===== src/rtl/cdb_arbiter_if.sv =====
// Result-request and CDB broadcast bundle between the functional units and cdb_arbiter.
// master = functional-unit side, slave = arbiter side.
interface cdb_arbiter_if #(
  parameter int NUM_REQ  = 3,
  parameter int ROB_ID_W = 4
);
  localparam int SRC_W = (NUM_REQ > 1) ? $clog2(NUM_REQ) : 1;

  logic [NUM_REQ-1:0]          req_valid;
  logic [NUM_REQ*ROB_ID_W-1:0] req_rob_id;
  logic [NUM_REQ*32-1:0]       req_value;
  logic [NUM_REQ-1:0]          req_ready;
  logic                        cdb_valid;
  logic [ROB_ID_W-1:0]         cdb_rob_id;
  logic [31:0]                 cdb_value;
  logic [SRC_W-1:0]            cdb_src;

  modport master (
    output req_valid, req_rob_id, req_value,
    input  req_ready, cdb_valid, cdb_rob_id, cdb_value, cdb_src
  );

  modport slave (
    input  req_valid, req_rob_id, req_value,
    output req_ready, cdb_valid, cdb_rob_id, cdb_value, cdb_src
  );
endinterface


===== src/rtl/cdb_arbiter.sv =====
// Round-robin CDB writeback arbiter: one private result FIFO per unit, one registered broadcast per cycle.
// Define CDB_ARB_STATS_EN to add the count_grants / count_conflicts statistics outputs.
module cdb_arbiter #(
  parameter int NUM_REQ    = 3,
  parameter int ROB_ID_W   = 4,
  parameter int FIFO_DEPTH = 2
) (
  input  logic        clk_in,
  input  logic        rst_n_in,
  input  logic        rdy_in,
  input  logic        clear,
`ifdef CDB_ARB_STATS_EN
  output logic [15:0] count_grants,
  output logic [15:0] count_conflicts,
`endif
  cdb_arbiter_if.slave bus
);

  localparam int SRC_W = (NUM_REQ > 1) ? $clog2(NUM_REQ) : 1;
  localparam int PTR_W = $clog2(FIFO_DEPTH);
  localparam int CNT_W = PTR_W + 1;
  localparam logic [CNT_W-1:0] FULL_CNT = CNT_W'(FIFO_DEPTH);
  localparam logic [SRC_W-1:0] LAST_SRC = SRC_W'(NUM_REQ - 1);

  typedef struct packed {
    logic [ROB_ID_W-1:0] rob_id;
    logic [31:0]         value;
  } entry_t;

  entry_t           mem   [NUM_REQ][FIFO_DEPTH];
  logic [PTR_W-1:0] head  [NUM_REQ];
  logic [PTR_W-1:0] tail  [NUM_REQ];
  logic [CNT_W-1:0] count [NUM_REQ];
  logic [SRC_W-1:0] rr_ptr;

  logic [NUM_REQ-1:0] nonempty;
  logic [NUM_REQ-1:0] ready;
  logic [NUM_REQ-1:0] push;
  logic [NUM_REQ-1:0] pop;
  logic               active;
  logic               found;
  logic               issue;
  logic [SRC_W-1:0]   grant;
  logic [SRC_W-1:0]   rr_next;
  entry_t             head_entry;

  logic                cdb_valid_q;
  logic [ROB_ID_W-1:0] cdb_rob_id_q;
  logic [31:0]         cdb_value_q;
  logic [SRC_W-1:0]    cdb_src_q;

  assign active = rdy_in && !clear;

  // Ready looks only at registered occupancy, so a unit never sees a slot freed by this cycle's pop.
  always_comb begin
    nonempty = '0;
    ready    = '0;
    push     = '0;
    for (int k = 0; k < NUM_REQ; k++) begin
      nonempty[k] = (count[k] != '0);
      ready[k]    = active && (count[k] < FULL_CNT);
      push[k]     = ready[k] && bus.req_valid[k];
    end
  end

  // NOTE: every variable written here gets a default before the loop, so no path leaves it unassigned and no latch is inferred.
  always_comb begin
    logic [SRC_W-1:0] idx;
    found = 1'b0;
    grant = '0;
    idx   = rr_ptr;
    for (int i = 0; i < NUM_REQ; i++) begin
      if (!found && nonempty[idx]) begin
        found = 1'b1;
        grant = idx;
      end
      idx = (idx == LAST_SRC) ? '0 : idx + SRC_W'(1);
    end
    rr_next = (grant == LAST_SRC) ? '0 : grant + SRC_W'(1);
  end

  assign issue      = active && found;
  assign head_entry = mem[grant][head[grant]];

  always_comb begin
    pop = '0;
    for (int k = 0; k < NUM_REQ; k++) begin
      pop[k] = issue && (grant == SRC_W'(k));
    end
  end

  // NOTE: sequential state uses non-blocking assignments so every register samples the pre-edge values.
  always_ff @(posedge clk_in or negedge rst_n_in) begin
    if (!rst_n_in) begin
      for (int k = 0; k < NUM_REQ; k++) begin
        head[k]  <= '0;
        tail[k]  <= '0;
        count[k] <= '0;
      end
    end else if (rdy_in) begin
      for (int k = 0; k < NUM_REQ; k++) begin
        if (clear) begin
          head[k]  <= '0;
          tail[k]  <= '0;
          count[k] <= '0;
        end else begin
          if (push[k]) tail[k] <= tail[k] + PTR_W'(1);
          if (pop[k])  head[k] <= head[k] + PTR_W'(1);
          if (push[k] && !pop[k])      count[k] <= count[k] + CNT_W'(1);
          else if (pop[k] && !push[k]) count[k] <= count[k] - CNT_W'(1);
        end
      end
    end
  end

  // NOTE: the storage array has no reset; head/tail/count alone decide which words are live.
  always_ff @(posedge clk_in) begin
    for (int k = 0; k < NUM_REQ; k++) begin
      if (push[k]) begin
        mem[k][tail[k]] <= {bus.req_rob_id[k*ROB_ID_W +: ROB_ID_W], bus.req_value[k*32 +: 32]};
      end
    end
  end

  // Data outputs keep the last broadcast when nothing issues; only cdb_valid drops.
  always_ff @(posedge clk_in or negedge rst_n_in) begin
    if (!rst_n_in) begin
      cdb_valid_q  <= 1'b0;
      cdb_rob_id_q <= '0;
      cdb_value_q  <= '0;
      cdb_src_q    <= '0;
      rr_ptr       <= '0;
    end else if (rdy_in) begin
      if (clear) begin
        cdb_valid_q <= 1'b0;
        rr_ptr      <= '0;
      end else if (issue) begin
        cdb_valid_q  <= 1'b1;
        cdb_rob_id_q <= head_entry.rob_id;
        cdb_value_q  <= head_entry.value;
        cdb_src_q    <= grant;
        rr_ptr       <= rr_next;
      end else begin
        cdb_valid_q <= 1'b0;
      end
    end
  end

  assign bus.req_ready  = ready;
  assign bus.cdb_valid  = cdb_valid_q;
  assign bus.cdb_rob_id = cdb_rob_id_q;
  assign bus.cdb_value  = cdb_value_q;
  assign bus.cdb_src    = cdb_src_q;

`ifdef CDB_ARB_STATS_EN
  logic conflict;
  assign conflict = ($countones(nonempty) > 1);

  // Counters survive clear and wrap silently at 16 bits.
  always_ff @(posedge clk_in or negedge rst_n_in) begin
    if (!rst_n_in) begin
      count_grants    <= '0;
      count_conflicts <= '0;
    end else if (issue) begin
      count_grants <= count_grants + 16'd1;
      if (conflict) count_conflicts <= count_conflicts + 16'd1;
    end
  end
`endif

endmodule


===== src/flat_wrapper.sv =====
// flat-port wrapper written by rule: the top's interface ports become plain ports
module cdb_arbiter_flat 
#(
  parameter int NUM_REQ    = 3,
  parameter int ROB_ID_W   = 4,
  parameter int FIFO_DEPTH = 2
)
  (clk_in, rst_n_in, rdy_in, clear, bus_req_valid, bus_req_rob_id, bus_req_value, bus_req_ready, bus_cdb_valid, bus_cdb_rob_id, bus_cdb_value, bus_cdb_src);
  cdb_arbiter_if #(.NUM_REQ(NUM_REQ), .ROB_ID_W(ROB_ID_W)) bus_i ();
  input  logic clk_in;
  input  logic rst_n_in;
  input  logic rdy_in;
  input  logic clear;
  input wire logic [$bits(bus_i.req_valid)-1:0] bus_req_valid;
  input wire logic [$bits(bus_i.req_rob_id)-1:0] bus_req_rob_id;
  input wire logic [$bits(bus_i.req_value)-1:0] bus_req_value;
  output wire logic [$bits(bus_i.req_ready)-1:0] bus_req_ready;
  output wire logic [$bits(bus_i.cdb_valid)-1:0] bus_cdb_valid;
  output wire logic [$bits(bus_i.cdb_rob_id)-1:0] bus_cdb_rob_id;
  output wire logic [$bits(bus_i.cdb_value)-1:0] bus_cdb_value;
  output wire logic [$bits(bus_i.cdb_src)-1:0] bus_cdb_src;
  assign bus_i.req_valid = bus_req_valid;
  assign bus_i.req_rob_id = bus_req_rob_id;
  assign bus_i.req_value = bus_req_value;
  assign bus_req_ready = bus_i.req_ready;
  assign bus_cdb_valid = bus_i.cdb_valid;
  assign bus_cdb_rob_id = bus_i.cdb_rob_id;
  assign bus_cdb_value = bus_i.cdb_value;
  assign bus_cdb_src = bus_i.cdb_src;
  cdb_arbiter #(.NUM_REQ(NUM_REQ), .ROB_ID_W(ROB_ID_W), .FIFO_DEPTH(FIFO_DEPTH)) u_core (.clk_in(clk_in), .rst_n_in(rst_n_in), .rdy_in(rdy_in), .clear(clear), .bus(bus_i));
endmodule

===== config.mk =====
export PLATFORM = sky130hd
export DESIGN_NAME = cdb_arbiter_flat
export DESIGN_NICKNAME = d
export VERILOG_FILES = /design/src/rtl/cdb_arbiter_if.sv /design/src/rtl/cdb_arbiter.sv /design/src/flat_wrapper.sv
export SDC_FILE = /design/constraint.sdc
export NUM_CORES = 1
export LEC_CHECK = 0
export CELL_PAD_IN_SITES_DETAIL_PLACEMENT = 0
export CELL_PAD_IN_SITES_GLOBAL_PLACEMENT = 1
export CORE_MARGIN = 5
export CORE_UTILIZATION = 45
export DETAILED_ROUTE_END_ITERATION = 8
export GPL_TIMING_DRIVEN = 0
export PLACE_DENSITY_LB_ADDON = 0.3
export SLEW_MARGIN = 20
export SYNTH_ARGS = -nofsm -noshare
export SYNTH_HDL_FRONTEND = slang
export SYNTH_SLANG_ARGS = --single-unit

===== constraint.sdc =====
create_clock -name clk_in -period 2.5 [get_ports clk_in]
set_clock_uncertainty 0.2 [all_clocks]
set_input_delay 0.5 -clock clk_in [delete_from_list [all_inputs] [get_ports clk_in]]
set_output_delay 0.5 -clock clk_in [all_outputs]
set_load 0.05 [all_outputs]

# == After elaboration in Yosys (flattened, before gate mapping) ==
# Memory sizes are Yosys's and may differ from the RTL's.
# Index checks and enable logic that the tools add are counted.
# totals
reg_bits,53
latchBits,0
ram_bits,216
mem_bits_ro,0
memories,1
# classes
n_addsub,15
multipliers,0
n_div,0
order_cmp,14
n_eq_ne,4
shift,0
muxes,58
bitwise_logic,6
n_reduce_logical,56
# memory_table
memory,depth,word_bits,rd,rd_clocked_by_memory_dff,wr,line_no,source
u_core.mem,3,72,1,0,3,cdb_arbiter.sv:30,entry_t mem [NUM_REQ][FIFO_DEPTH];
# op_table
cell,n
36-bit 2-to-1 mux,6
72-bit 2-to-1 mux,3
36-bit demux with 1-bit select,3
2-bit 2-to-1 mux,17
1-bit 2-to-1 mux,25
1-bit logical AND,22
2-bit AND reduction,10
2-bit nonzero test,10
"2-bit by 1-bit adder with 2-bit output, second input constant",6
1-bit logical NOT,9
"2-bit by 3-bit less-than comparator with 1-bit output, second input constant",3
3-bit nonzero test,3
1-bit binary-select mux with 2-bit select,4
"2-bit greater-or-equal comparator, second input constant",4
1-bit NOT with 2-bit output,4
"1-bit adder, second input constant",6
"2-bit equality test, second input constant",3
"2-bit by 1-bit less-than comparator with 1-bit output, second input constant",3
"2-bit less-than comparator, second input constant",3
"2-bit by 1-bit subtractor with 2-bit output, second input constant",3
"3-bit greater-or-equal comparator, second input constant",1
2-bit NOT with 3-bit output,1
3-bit AND reduction,1
"2-bit by 1-bit equality test with 1-bit output, second input constant",1
other kinds (2),2

# == Logic depth before layout (Yosys ltp) ==
# Gate-level depths: netlist (run 1).
# logic_depth
word_depth,18
mapped_depth,8

# == Worst setup path after synthesis (run 1) ==
# OpenSTA, ideal clock, no wires.
# synth_path
path_type,in2reg
start,input port clear
end,"memory u_core.mem[0][0] in the netlist's numbering, enable pin"
setup_ns,0.397
arrival_time_ns,2.460
required_ns,1.903
path_slack_ns,-0.557
cell_stages,3
cell_sequence,nand2b_1 nor2_1 and3_1
# synth_lines
item,line_no,source
start: declaration,flat_wrapper.sv:13,input logic clear;
end: declaration,cdb_arbiter.sv:30,

# == Worst setup path after layout (run 1) ==
# layout_path
start,"register u_core.cdb_value_q[23], in the netlist u_core.bus.cdb_value[23]"
end,output port bus_cdb_value[23]
# layout_lines
item,line_no,source
start: declaration,cdb_arbiter.sv:49,logic [31:0] cdb_value_q;
start signal: assignment,cdb_arbiter.sv:140,cdb_value_q <= head_entry.value;
end: declaration,flat_wrapper.sv:20,output wire logic [$bits(bus_i.cdb_value)-1:0] bus_cdb_value;
# No word-level cell between the ends.

==> results of run 1 <==
==> synthesized netlist by cell type, types with 3 or more instances <==
master and instances:
sky130_fd_sc_hd__a22o_1 75, sky130_fd_sc_hd__o22ai_1 7, sky130_fd_sc_hd__buf_2 21, sky130_fd_sc_hd__xor2_1 4
sky130_fd_sc_hd__clkbuf_1 11, sky130_fd_sc_hd__o21ai_0 5, sky130_fd_sc_hd__nor3b_1 3, sky130_fd_sc_hd__a21oi_1 7
sky130_fd_sc_hd__and3_1 6, sky130_fd_sc_hd__o31ai_1 36, sky130_fd_sc_hd__buf_6 6, sky130_fd_sc_hd__inv_1 10
sky130_fd_sc_hd__a211oi_1 43, sky130_fd_sc_hd__nor2_1 9, sky130_fd_sc_hd__edfxtp_1 216, sky130_fd_sc_hd__a211oi_2 29
sky130_fd_sc_hd__nand2_1 46, sky130_fd_sc_hd__dfrtp_1 53, sky130_fd_sc_hd__nand2b_1 3
==> logic make-up after synthesis <==
| logic type | Yosys count |
|---|---|
| AO/OA/AOI/OAI | 218 |
| flip-flops | 269 |
| multiplexers | 1 |
| AND/OR/NAND/NOR | 74 |
| buffers and inverters | 51 |
| XOR/XNOR | 6 |
==> per-stage QoR <==
step	setup TNS [ns]	power, mW	hold WS (ns)	setup slack, ns
5_1_grt	-0.1066	19.24	0.2335	-0.04184
3_3_place_gp	-213.29	13.59	0.2592	-1.266
6_report	0	18.42	0.2164	0.04796
2_1_floorplan	-42.86	11.18	0.004409	-0.1984
3_5_place_dp	-154.03	13.72	0.2237	-0.6636
4_1_cts	-6.238	18.11	0.2163	-0.09911
==> flip-flops by register name, summed over array words and instances (netlist names) <==
name and cells:
u_core.bus.cdb_valid 1, u_core.mem 216, u_core.count 6, u_core.bus.cdb_value 32
u_core.rr_ptr 2, u_core.bus.cdb_rob_id 4, u_core.tail 3, u_core.head 3
u_core.bus.cdb_src 2
==> cell type report <==
cell class / count / area [um^2]
Buffer: 40 / 270.3
Clock buffer: 36 / 719.4
Clock inverter: 14 / 225.2
Fill cell: 1694 / 9188
Inverter: 10 / 37.54
Multi-Input combinational cell: 299 / 2342
Sequential cell: 269 / 7812
Tap cell: 285 / 356.6
Timing Repair Buffer: 168 / 1689
==> power by group <==
part           switching [mW]  internal (mW)  total, mW
sequential              0.389           5.45       5.84
clock                    1.62           2.64       4.27
combinational            5.03           3.28       8.31
total                    7.05           11.4       18.4
==> repair_timing <==
action,4_1_cts,5_1_grt
gates cloned,0,0
hold buffers,1,0
gates resized for setup,26,30
endpoints found under the hold margin,20,0
pin swaps,2,5
setup endpoints to repair,243,44
setup buffers,5,5
==> per-layer routing <==
layer,global-route usage (%),wire (um),vias up
met1,26.33,11190,3250
met3,2.791,1466,32
li1,-,-,2897
met2,34.28,13490,241
met4,6.805,517,0
met5,0,0,-
==> how the worst min path moves through the flow <==
| stage | startpoint | depth (start not counted) | slack [ns] | endpoint |
|---|---|---|---|---|
| 2_1_floorplan | rst_n_in | 0 | 0.004 | u_core.bus.cdb_rob_id[0] |
| 3_3_place_gp | u_core.bus.cdb_value[5] | 2 | 0.26 | u_core.bus.cdb_value[5] |
| 3_5_place_dp | rst_n_in | 1 | 0.22 | u_core.bus.cdb_value[20] |
| 4_1_cts | rst_n_in | 2 | 0.22 | u_core.bus.cdb_value[23] |
| 5_1_grt | rst_n_in | 2 | 0.23 | u_core.bus.cdb_value[20] |
| 6_report | rst_n_in | 2 | 0.22 | u_core.bus.cdb_value[23] |
==> layout by cell type (no fill, tap or decap), types with 3 or more instances in the layout <==
master and n:
sky130_fd_sc_hd__a211oi_1 41, sky130_fd_sc_hd__a211oi_2 31, sky130_fd_sc_hd__a21oi_1 7, sky130_fd_sc_hd__a22o_1 75, sky130_fd_sc_hd__and3_4 6, sky130_fd_sc_hd__buf_12 3
sky130_fd_sc_hd__buf_2 11, sky130_fd_sc_hd__buf_4 13, sky130_fd_sc_hd__buf_6 4, sky130_fd_sc_hd__bufinv_16 6, sky130_fd_sc_hd__clkbuf_1 14, sky130_fd_sc_hd__clkbuf_16 27
sky130_fd_sc_hd__clkbuf_2 4, sky130_fd_sc_hd__clkbuf_4 12, sky130_fd_sc_hd__clkdlybuf4s50_1 149, sky130_fd_sc_hd__clkinv_2 5, sky130_fd_sc_hd__dfrtp_1 53, sky130_fd_sc_hd__dlymetal6s2s_1 3
sky130_fd_sc_hd__edfxtp_1 216, sky130_fd_sc_hd__inv_1 10, sky130_fd_sc_hd__nand2_1 46, sky130_fd_sc_hd__nor2_1 7, sky130_fd_sc_hd__nor3b_1 3, sky130_fd_sc_hd__o21ai_0 4
sky130_fd_sc_hd__o22ai_1 6, sky130_fd_sc_hd__o31ai_1 36, sky130_fd_sc_hd__xor2_1 4
==> impl.org, run 1 <==
** Drt
- Number of nets with antenna violations after routing :: 0
- Violation count after the first detailed-routing iteration :: 398
- Remaining design rule violation count :: 0
- Using the TritonRoute via totals, the vias-per-cell ratio works out to between 5 and 6.
- The first detailed-routing pass ran for 5 iterations.
- Dividing the detail-routed wire length by the instance count gives roughly 24 um.
- WL final :: 26660 um
- Via Count :: 6420

** STA
- RSZ-0062 raised after global routing :: true
- For this run, the top clock speed supported by timing is between 400 and 500 MHz.
- Final max-slew violation count :: 0
- Transition time of the tightest slew-check pin :: ~0.71 ns
- Final count of hold timing violations :: 0
- Period utilization :: 98.08%
- Min Clock Period, post-route :: between 2 and 2.5 ns
- The worst pin sits at a relative slew slack of 52.80%.
- Setup violations remaining at the end of the flow were counted as 0.

** GRT
- Entering global routing, the biggest net connects 37 pins.
- Vias in the first global route :: 6902
- Total congestion overflow :: 0
- The first global-routing pass estimated 39850 um of wire.
- GRT Total Usage :: between 15 and 20%
- Number of antenna violations at the first check in global routing :: 0

** Critical path
- Crit Reg-Reg Endpoint :: u_core.count[0]
- Chain of cells forming the critical path :: clkdlybuf4s50_1
- Data on the critical path arrives at its endpoint at 1.75 ns.
- Stage delay of the slowest cell on the critical path :: 0.82 ns
- In this run the number of cells on the critical path is 1.
- Worst reg2reg path startpoint :: u_core.count[4]
- By startpoint and endpoint, the worst setup path is classified as reg2out.
- For the worst setup path, the data required time is 1.80 ns.
- Start point of the critical path :: u_core.bus.cdb_value[23]
- Largest fanout on the critical path :: 2
- The worst setup path is launched from a flop.
- Counting both buffers and inverters, the worst setup path holds a total of 1.
- Worst reg2reg path depth :: 7
- Grouping stages by cell kind, the critical path spends the most delay in buffers and inverters.
- Flop-to-flop setup slack :: 0.07 ns
- Critical-path cell with the highest stage delay :: sky130_fd_sc_hd__clkdlybuf4s50_1
- In this run the worst setup path terminates at bus_cdb_value[23].
- The worst setup path is captured at an output port.

** Final layout
- The finished layout holds 1121 standard cells, fillers aside.
- The area growth from synthesis to layout is 29.90%.
- Summing all non-filler instances in the final layout gives an area of 0.01345 mm^2.
- 0 antenna diodes ended up in the layout.
- Layout Utilization :: 59.42%
- Final nets :: 930
- The post-route netlist has 16.99% of its cells at a drive strength greater than 1.

** Placement
- Once placement completed, the tool counted placed cells totaling 1061.
- The congestion estimate from routability-driven global placement came to between 0.8 and 0.9.
- Instance area after placement :: about 0.012 mm^2
- Detailed Place HPWL :: 16680 um
- Count of buffers inserted at the top-level ports :: 156

** Floorplanning
- After floorplanning, the core was sized to cover 0.02264 mm^2.
- The initialized floorplan defines 55 standard-cell rows.
- Horizontal die dimension :: 161.7 um
- Die area :: 0.02615 mm^2
- For this design the top-level I/O count stands at 157.
- Starting density of the core :: between 40% and 50%
- Height of the die :: roughly 160 um

** Synth
- Arithmetic-cell share of the synthesized area counting full adders, half adders and majority gates :: 0%
- The synthesized netlist devotes 18.17% of its cell area to compound gates.
- Synthesis inferred 269 register bits.
- Summing the sequential cell areas from Yosys gives approximately 75% of the chip area.
- The number of different library cells used by synthesis comes to 42.
- Synthesized-area fraction occupied by xor and xnor cells :: less than 1%
- Nets in the synthesized netlist :: 734
- Synthesis handed over a netlist of 619 instances.
- The share of synthesized area in the top cell type comes to 62.63%.
- The synthesized design spends more area on one cell type than any other, namely sky130_fd_sc_hd__edfxtp_1.
- By area the synthesized netlist is led by sky130_fd_sc_hd__edfxtp_1 (63%), sky130_fd_sc_hd__dfrtp_1 (13%), sky130_fd_sc_hd__a22o_1 (6.3%).
- Among all flip-flop cells after synthesis, the most frequent one is sky130_fd_sc_hd__edfxtp_1.
- Number of synthesis warnings :: 0
- After synthesis, the largest family of logic cells by area is compound AO/OA/AOI/OAI gates.
- In this run the cell area of the synthesized design comes to 0.01036 mm^2.
- Of the post-synthesis cell area, the part taken by muxes is 0.09665%.
- After synthesis, the mean cell area works out to 16.73 um^2.
- Fraction of registers with async set/reset :: 19.70%
- Simple-Gate Fraction of Synth Area :: between 3 and 4%
- Count of flip-flops with a built-in enable after synthesis :: 216

** Clocking
- After clock tree synthesis, the clock-pin slew on the worst setup and hold paths is 0.07 ns.
- CTS tree :: built
- In this run the number of H-tree levels came out at 1.
- The longest clock path from root to sink contains 3 buffers.
- At the later pin of the worst-skew pair, clock insertion delay measures 0.53 ns.
- The number of clock buffers added by TritonCTS is 27.
- The root buffer cell chosen for the clock tree is sky130_fd_sc_hd__clkbuf_16.
- The clock net in this run drives a total of about 270 sinks.

** Worst hold path
- The path class of the tightest hold or removal check is in2async.

** Status
- The run finished with clean final reports.

** Power and ir drop
- The analysis attributes to cell leakage a power of 4.756 nW.
- Power per cell area :: 1369 mW/mm^2
- Worst IR Drop VDD :: 0.6810 mV

** Run
- Max capacitance violation total :: 0
No activity file was read; power rests on OpenSTA's default activity.
==> run 2, diff against run 1 <==
- CAP_MARGIN: unset -> 20
- CORE_UTILIZATION: 45 -> 41
- clock period: 2.5 -> 2 ns (I/O delays scaled with it)
==> run 2 against run 1 <==
Compared with the run above:
- the flow now finishes with violations (setup timing)
- via count rose by 0.65%
- register-to-register slack got worse by 0.39 ns
- sequential power up 25%
- global-route usage is 1.4 points lower
- combinational power rose by 47%
- critical path type is now reg2reg
- highest routed layer unchanged
==> impl.org, run 2 (same netlist as run 1, synthesis figures left out) <==
** Status
- The run finished, with violations left.
- Violations in the final reports :: setup timing

** Run
- Max capacitance violation total :: 0 (unchanged)

** Power and ir drop
- Worst IR Drop VDD :: 0.9627 mV (+41%)
- The power density over the cells is 1756 mW/mm^2 (+28%).
- Leakage :: 4.951 nW (+4.1%)
- The total design power was 24.74 mW (+34%).

** Drt
- The met2 wire length is 14290 um (+5.9%).
- The number of vias per cell is 5.476 (-4.4%).
- Count of TritonRoute iterations in the first routing pass :: 4 (-1)
- Violation count after the first detailed-routing iteration :: 406 (+2.0%)
- The routed length per instance was 23.39 um (-1.7%).
- The total via count after detailed routing is 6462 (+0.65%).
- WL final :: 27600 um (+3.5%)
- The count of unresolved DRC violations after routing came to 0 (unchanged).
- Routed wire length on met3 :: 1668 um (+14%)
- The count of nets left with antenna violations after detail routing is 0 (unchanged).
- The routed metal-1 wire length was 11030 um (-1.4%).
- After detailed routing, no signal wire sits above met4.

** STA
- The hold slack was 0.1342 ns (-0.08224 ns).
- The number of endpoints with negative hold slack in the final report came to 0 (unchanged).
- The routed design could run at a clock period as short as 2.324 ns.
- RSZ-0062 raised after global routing :: true
- Setup WS post-layout :: -0.3240 ns (-0.3720 ns)
- The final count of pins violating max slew was 0 (unchanged).
- Static timing analysis puts the maximum clock frequency at 430.3 MHz.
- Worst slew slack as a fraction of its limit :: 53.74% (+0.95 points)
- Transition time of the tightest slew-check pin :: 0.6939 ns (-0.01420 ns)
- Number of setup violations in the final report :: 42 (+42)
- In the finished design, the share of the clock period the worst path needs comes to 116.2%.

** Placement
- Count of buffers inserted at the top-level ports :: 156 (unchanged)
- Detailed Place HPWL :: 17020 um (+2.1%)
- Weighted congestion at the end of routability-driven global placement :: 0.8100 (-2.3%)

** Worst hold path
- Worst hold endpoint :: u_core.count[4]
- Path type of the worst min-delay path :: in2reg
- Hold path start :: rdy_in
- Cell depth of the worst min-delay path :: 3

** Clocking
- The tree is rooted in a sky130_fd_sc_hd__clkbuf_16.
- Number of buffers inserted during clock tree synthesis :: 28 (+3.7%)
- CTS tree :: built
- Clock edge transition at the registers on the reported setup and hold paths :: 0.06 ns (about the same)
- The number of levels the H-tree was split into was 1 (unchanged).
- The total number of clock tree sinks was 269 (unchanged).
- Deepest clock path buffer count :: 3 (unchanged)
- The source-to-sink clock delay at the later pin of the worst-skew pair was 0.54 ns (about the same).

** Critical path
- In this run the critical register-to-register path is launched from u_core.count[4].
- Startpoint type of the worst setup path :: flop
- The length in cells of the worst reg-to-reg path was 9 (+2).
- Crit. End Element :: flop
- The worst setup path is of the reg2reg kind.
- Flop-to-flop setup slack :: -0.32 ns (-0.39 ns)
- The worst register-to-register path ends at u_core.bus.cdb_value[21].
- Critical Path RT :: 2.19 ns (+0.39 ns)
- The highest net fanout along the worst path came to 10 (+8).
- Worst endpoint data arrival time :: 2.51 ns (+0.76 ns)

** GRT
- Number of antenna violations at the first check in global routing :: 0 (unchanged)
- First-pass GRT wire length :: 40390 um (+1.3%)
- Vias in the first global route :: 6952 (+0.72%)
- The total congestion overflow after global routing is 0 (unchanged).
- The maximum number of pins on one net before global-route repair came to 37 (unchanged).
- GRT Total Usage :: 18.52% (-1.4 points)

** Final layout
- In the layout the commonest cells are sky130_fd_sc_hd__edfxtp_1 (216), sky130_fd_sc_hd__clkdlybuf4s50_1 (111), sky130_fd_sc_hd__a22o_1 (74).
- The number of filler instances in the final layout was 1928 (+14%).
- Most common cell after layout, fill and taps aside :: sky130_fd_sc_hd__edfxtp_1
- The antenna diode count was 0 (unchanged).
- Share of layout cells above drive strength 1 :: 29.53% (+13 points)
- From synthesis to final layout, the design area changed by 36.09%.
- Number of flip-flops under the largest register name :: 216 (unchanged)
- The net total in the final layout came to 943 (+1.4%).

** Floorplanning
- The area of the die came to 0.02854 mm^2 (+9.1%).
- The boundary pin count is 157 (unchanged).
- Starting density of the core :: 41.36% (-4.4 points)
- The die outline height was 168.9 um (+4.5%).
- The number of placement rows was 58 (+5.5%).
- Horizontal die dimension :: 168.9 um (+4.5%)
- The area of the core is 0.02504 mm^2 (+11%).
-- run 2: where the power goes --
group | internal, mW | switching (mW) | total [mW]
Combinational | 5.10 | 7.11 | 12.2
Sequential | 6.83 | 0.486 | 7.31
Clock | 3.14 | 2.08 | 5.22
-- run 2: through the flow --
stage | cell area, um^2 | TNS [ns] | instances | utilization [%] | worst slack, ns
after floorplan | 10430 | -14.57 | 619 | - | -0.1948
after global placement | 12410 | -252.42 | 1105 | 49.56 | -1.736
after detailed placement | 12430 | -158.64 | 1106 | 49.63 | -1.030
after CTS | 13720 | -11.08 | 1175 | 54.81 | -0.3136
after global routing | 14090 | -14.26 | 1180 | 56.29 | -0.3922
final | 14090 | -10.90 | 1180 | 56.29 | -0.3240
-- run 2: final cells by class --
class	count	area, um^2	area share (%)
Buffer	41	374.1	2.654
Clock buffer	42	833.3	5.913
Clock inverter	10	118.9	0.8434
Inverter	10	37.54	0.2663
Multi-Input combinational cell	299	2630	18.66
Sequential cell	269	7820	55.49
Tap cell	330	412.9	2.930
Timing Repair Buffer	179	1867	13.25
-- run 2: layer usage --
| layer | track usage [%] | vias to the layer above |
|---|---|---|
| li1 | - | 2926 |
| met1 | 23.01 | 3261 |
| met2 | 32.89 | 223 |
| met3 | 3.340 | 52 |
| met4 | 5.893 | 0 |
| met5 | 0 | - |
-- run 2: critical path, cell delays in order, from the launching register on --
cell                       delay, ns
sky130_fd_sc_hd__dfrtp_1        0.41
sky130_fd_sc_hd__or2_4          0.29
sky130_fd_sc_hd__a211oi_4       0.25
sky130_fd_sc_hd__buf_6          0.16
sky130_fd_sc_hd__buf_6          0.13
sky130_fd_sc_hd__nor2_4         0.04
sky130_fd_sc_hd__buf_4          0.14
sky130_fd_sc_hd__buf_4          0.20
sky130_fd_sc_hd__a211oi_2       0.25
sky130_fd_sc_hd__o31ai_1        0.10
-- run 2: worst max-delay path by stage --
| stage | endpoint | from | slack (ns) | depth (start not counted) |
|---|---|---|---|---|
| 2_1_floorplan | u_core.bus.cdb_rob_id[0] | u_core.count[4] | -0.19 | 8 |
| 3_3_place_gp | u_core.bus.cdb_rob_id[1] | rst_n_in | -1.74 | 1 |
| 3_5_place_dp | u_core.bus.cdb_value[6] | clear | -1.03 | 6 |
| 4_1_cts | u_core.count[2] | u_core.count[5] | -0.31 | 7 |
| 5_1_grt | u_core.bus.cdb_value[27] | u_core.count[4] | -0.39 | 9 |
| 6_report | u_core.bus.cdb_value[21] | u_core.count[4] | -0.32 | 9 |
-- run 2: what timing repair did --
action,in CTS,in global routing
setup endpoints to repair,89,219
buffers inserted,15,3
endpoints found under the hold margin,53,0
gates resized for setup,185,70
gates cloned,1,2
pin swaps,6,45
hold buffers,1,0
==> run 3, diff against run 2 <==
- CORE_UTILIZATION: 41 -> 42
- CTS_BUF_LIST: unset -> sky130_fd_sc_hd__clkbuf_8
- PLACE_DENSITY: unset -> 0.87
- PLACE_DENSITY_LB_ADDON: 0.3 -> unset
==> run 3 against run 2 <==
Compared with the run above:
- the run still ends with setup timing left
- critical path depth is the same
- design area shrank 1.3%
- via count grew 2.7%
- non-clock buffer count grew 5
- largest power group unchanged
- critical endpoint is now u_core.bus.cdb_value[26]
- largest cell class unchanged
- fmax shrank 0.25%
- first-iteration DRC count shrank 12%
- sequential power is essentially flat
- sequential share of layout area grew 0.70 points
==> impl.org, run 3 (same netlist as run 1, synthesis figures left out) <==
** Status
- The run finished, with violations left.
- The checks that failed: setup timing.

** Clocking
- CTS tree :: built
- Deepest clock path buffer count :: 3 (unchanged)
- Source-to-sink clock delay at the later pin of the worst-skew pair :: 0.55 ns (about the same)
- Sinks on Clock Net :: 269 (unchanged)
- The number of levels the H-tree was split into is 2 (+1).
- The clock transition at the registers of the reported paths came to 0.06 ns (about the same).
- The root buffer cell chosen for the clock tree is sky130_fd_sc_hd__clkbuf_8.
- The number of buffers inserted during clock tree synthesis is 45 (+61%).

** GRT
- The initial antenna violation count came to 0 (unchanged).
- The first-pass GRT wire length is 41980 um (+3.9%).
- The overall routing resource usage came to 19.37% (+0.85 points).
- Vias in the first global route :: 7220 (+3.9%)
- Pin count of the biggest net entering global routing :: 37 (unchanged)
- Total congestion overflow :: 0 (unchanged)

** STA
- Worst slew slack as a fraction of its limit :: 56.56% (+2.8 points)
- Period utilization :: 116.5% (+0.29 points)
- Setup WS post-layout :: -0.3299 ns (-0.005841 ns)
- The number of endpoints with negative hold slack in the final report was 0 (unchanged).
- Setup repair after global routing could not meet its margin everywhere.
- The final count of pins violating max slew came to 0 (unchanged).
- Number of setup violations in the final report :: 43 (+2.4%)
- The top achievable clock speed came to 429.2 MHz (-0.25%).
- Min Clock Period, post-route :: 2.330 ns (+0.005841 ns)
- The transition time of the tightest slew-check pin came to 0.6516 ns (-0.04227 ns).

** Placement
- Number of placed instances, taps included :: 1100 (-0.54%)
- The HPWL after detailed placement was 17120 um (+0.60%).
- Instance area after placement :: 0.01242 mm^2 (about the same)
- Weighted congestion at the end of routability-driven global placement :: 0.7854 (-3.0%)
- The quantity of I/O buffers inserted on ports was 156 (unchanged).

** Final layout
- Share of layout cells above drive strength 1 :: 27.54% (-2.0 points)
- The non-filler instance count after layout was 1210 (+2.5%).
- The antenna diode count came to 0 (unchanged).
- The final design instance area without fill came to 0.01391 mm^2 (-1.3%).
- Leaving out fill and tap cells, the most frequent cells in the layout are sky130_fd_sc_hd__edfxtp_1 (216), sky130_fd_sc_hd__clkdlybuf4s50_1 (111), sky130_fd_sc_hd__a22o_1 (75).
- The net total in the final layout is 967 (+2.5%).
- The area growth from synthesis to layout is 34.36%.
- The library cell used most frequently in the layout, excluding fill and tap cells, is sky130_fd_sc_hd__edfxtp_1.
- The final cell utilization of the core came to 57.22% (+0.92 points).
- The number of flip-flops under the largest register name is 216 (unchanged).

** Critical path
- Most frequent CP cell :: sky130_fd_sc_hd__buf_6
- The worst setup path is captured at a flop.
- Worst endpoint data arrival time :: 2.52 ns (about the same)
- Flop-to-flop setup slack :: -0.33 ns (about the same)
- Total buffers and inverters traversed by the critical path :: 3 (-1)
- Chain of cells forming the critical path :: o21ba_4 -> a211oi_4 -> buf_6 -> a31oi_2 -> a22o_1 -> buf_6 -> buf_12 -> a211oi_2 -> o31ai_1
- For this design, the slowest cell found on the critical path is sky130_fd_sc_hd__dfrtp_2.
- Worst Path Class, Setup :: reg2reg
- Startpoint type of the worst setup path :: flop
- The highest net fanout along the worst path came to 10 (unchanged).
- Kind of cell with the highest combined delay on the critical path :: compound AO/OA/AOI/OAI gates
- The longest individual stage delay on the worst path came to 0.46 ns (+0.05 ns).
- Critical Path RT :: 2.19 ns (about the same)

** Floorplanning
- Starting density of the core :: 42.58% (+1.2 points)
- Die area :: 0.02790 mm^2 (-2.2%)
- The die span in x is 167.0 um (-1.1%).
- The area of the core is 0.02432 mm^2 (-2.9%).
- Height of the die :: 167.0 um (-1.1%)
- Boundary Pins :: 157 (unchanged)
- Cell Rows :: 57 (-1.7%)

** Drt
- The count of unresolved DRC violations after routing is 0 (unchanged).
- Via Count :: 6639 (+2.7%)
- The final routed wirelength across all metal layers came to 28310 um (+2.6%).
- Number of nets with antenna violations after routing :: 0 (unchanged)
- The routed length per instance is 23.40 um (about the same).
- Violation count after the first detailed-routing iteration :: 359 (-12%)
- Via-to-Cell Ratio :: 5.487 (+0.19%)
- Count of TritonRoute iterations in the first routing pass :: 4 (unchanged)

** Run
- The count of maximum capacitance violations was 0 (unchanged).

** Power and ir drop
- The leakage power came to 4.972 nW (+0.41%).
- Overall Power :: 23.49 mW (-5.1%)
- The peak ir drop on the vdd network came to 0.9093 mV (-5.5%).
- Power per cell area :: 1688 mW/mm^2 (-3.8%)

** Worst hold path
- The min-delay analysis places its worst path in the category in2async.
run 3: cell types whose count changed in the layout (fill, tap and decap cells not counted), moves of 5 or more:
cell,previous run,this run
sky130_fd_sc_hd__clkbuf_1,11,5
sky130_fd_sc_hd__clkbuf_16,30,1
sky130_fd_sc_hd__clkinv_1,0,9
sky130_fd_sc_hd__buf_4,20,26
sky130_fd_sc_hd__clkbuf_4,6,1
sky130_fd_sc_hd__a211oi_1,7,23
sky130_fd_sc_hd__inv_1,10,28
sky130_fd_sc_hd__a211oi_2,60,46
sky130_fd_sc_hd__buf_6,15,20
sky130_fd_sc_hd__clkbuf_8,9,47
run 3: layout make-up:
cell class,count,area [um^2]
timing repair buffer,184,1926
fill,1876,10410
buffer,41,361.6
tap,324,405.4
clock inverter,35,176.4
sequential,269,7819
inverter,10,37.54
multi-input combinational,301,2556
clock buffer,46,633.1
run 3: layer usage:
metal / vias up / GRT usage [%] / wire, um
li1: 2977 / - / -
met1: 3340 / 25.71 / 11820
met2: 274 / 32.05 / 14000
met3: 48 / 4.124 / 1912
met4: 0 / 6.332 / 585
met5: - / 0 / 0
run 3: worst reg2reg max path, delay by kind of cell, from the launching register on:
kind / cells / cell delay [ns]
AO/OA/AOI/OAI: 6 / 1.05
flip-flops: 1 / 0.46
buffers and inverters: 3 / 0.46
run 3: repair_timing:
item,4_1_cts,5_1_grt
pin swaps,26,16
gates resized for setup,213,24
endpoints found under the hold margin,53,0
endpoints found under the setup margin,89,63
buffers inserted,20,5
hold buffers,1,0
gates cloned,1,3
run 3: where the power goes:
part / leakage [nW] / total, mW / switching, mW / internal, mW
registers: 2.62 / 7.30 / 0.473 / 6.83
clock network: 0.480 / 4.38 / 2.11 / 2.27
logic: 1.88 / 11.8 / 6.90 / 4.92
run 3: path summary, 6_finish.rpt:
check                                            to  depth (start not counted)               startpoint
max                        u_core.bus.cdb_value[26]                          9          u_core.count[2]
min                        u_core.bus.cdb_value[15]                          2                 rst_n_in
max reg2reg                u_core.bus.cdb_value[26]                          9          u_core.count[2]
min reg2reg                 u_core.bus.cdb_value[8]                          2  u_core.bus.cdb_value[8]
max in group asynchronous           u_core.count[1]                          3                 rst_n_in
min in group clk_in                 u_core.count[4]                          3                    clear
run 3: per-stage QoR:
| step | hold slack (ns) | setup TNS, ns | worst slack, ns |
|---|---|---|---|
| global route | 0.1170 | -14.07 | -0.3849 |
| detailed placement | 0.1328 | -152.59 | -1.023 |
| global placement | 0.2600 | -238.46 | -1.690 |
| finish | 0.1004 | -11.41 | -0.3299 |
| CTS | 0.08273 | -8.925 | -0.2582 |
| floorplan | -0.09559 | -14.57 | -0.1948 |
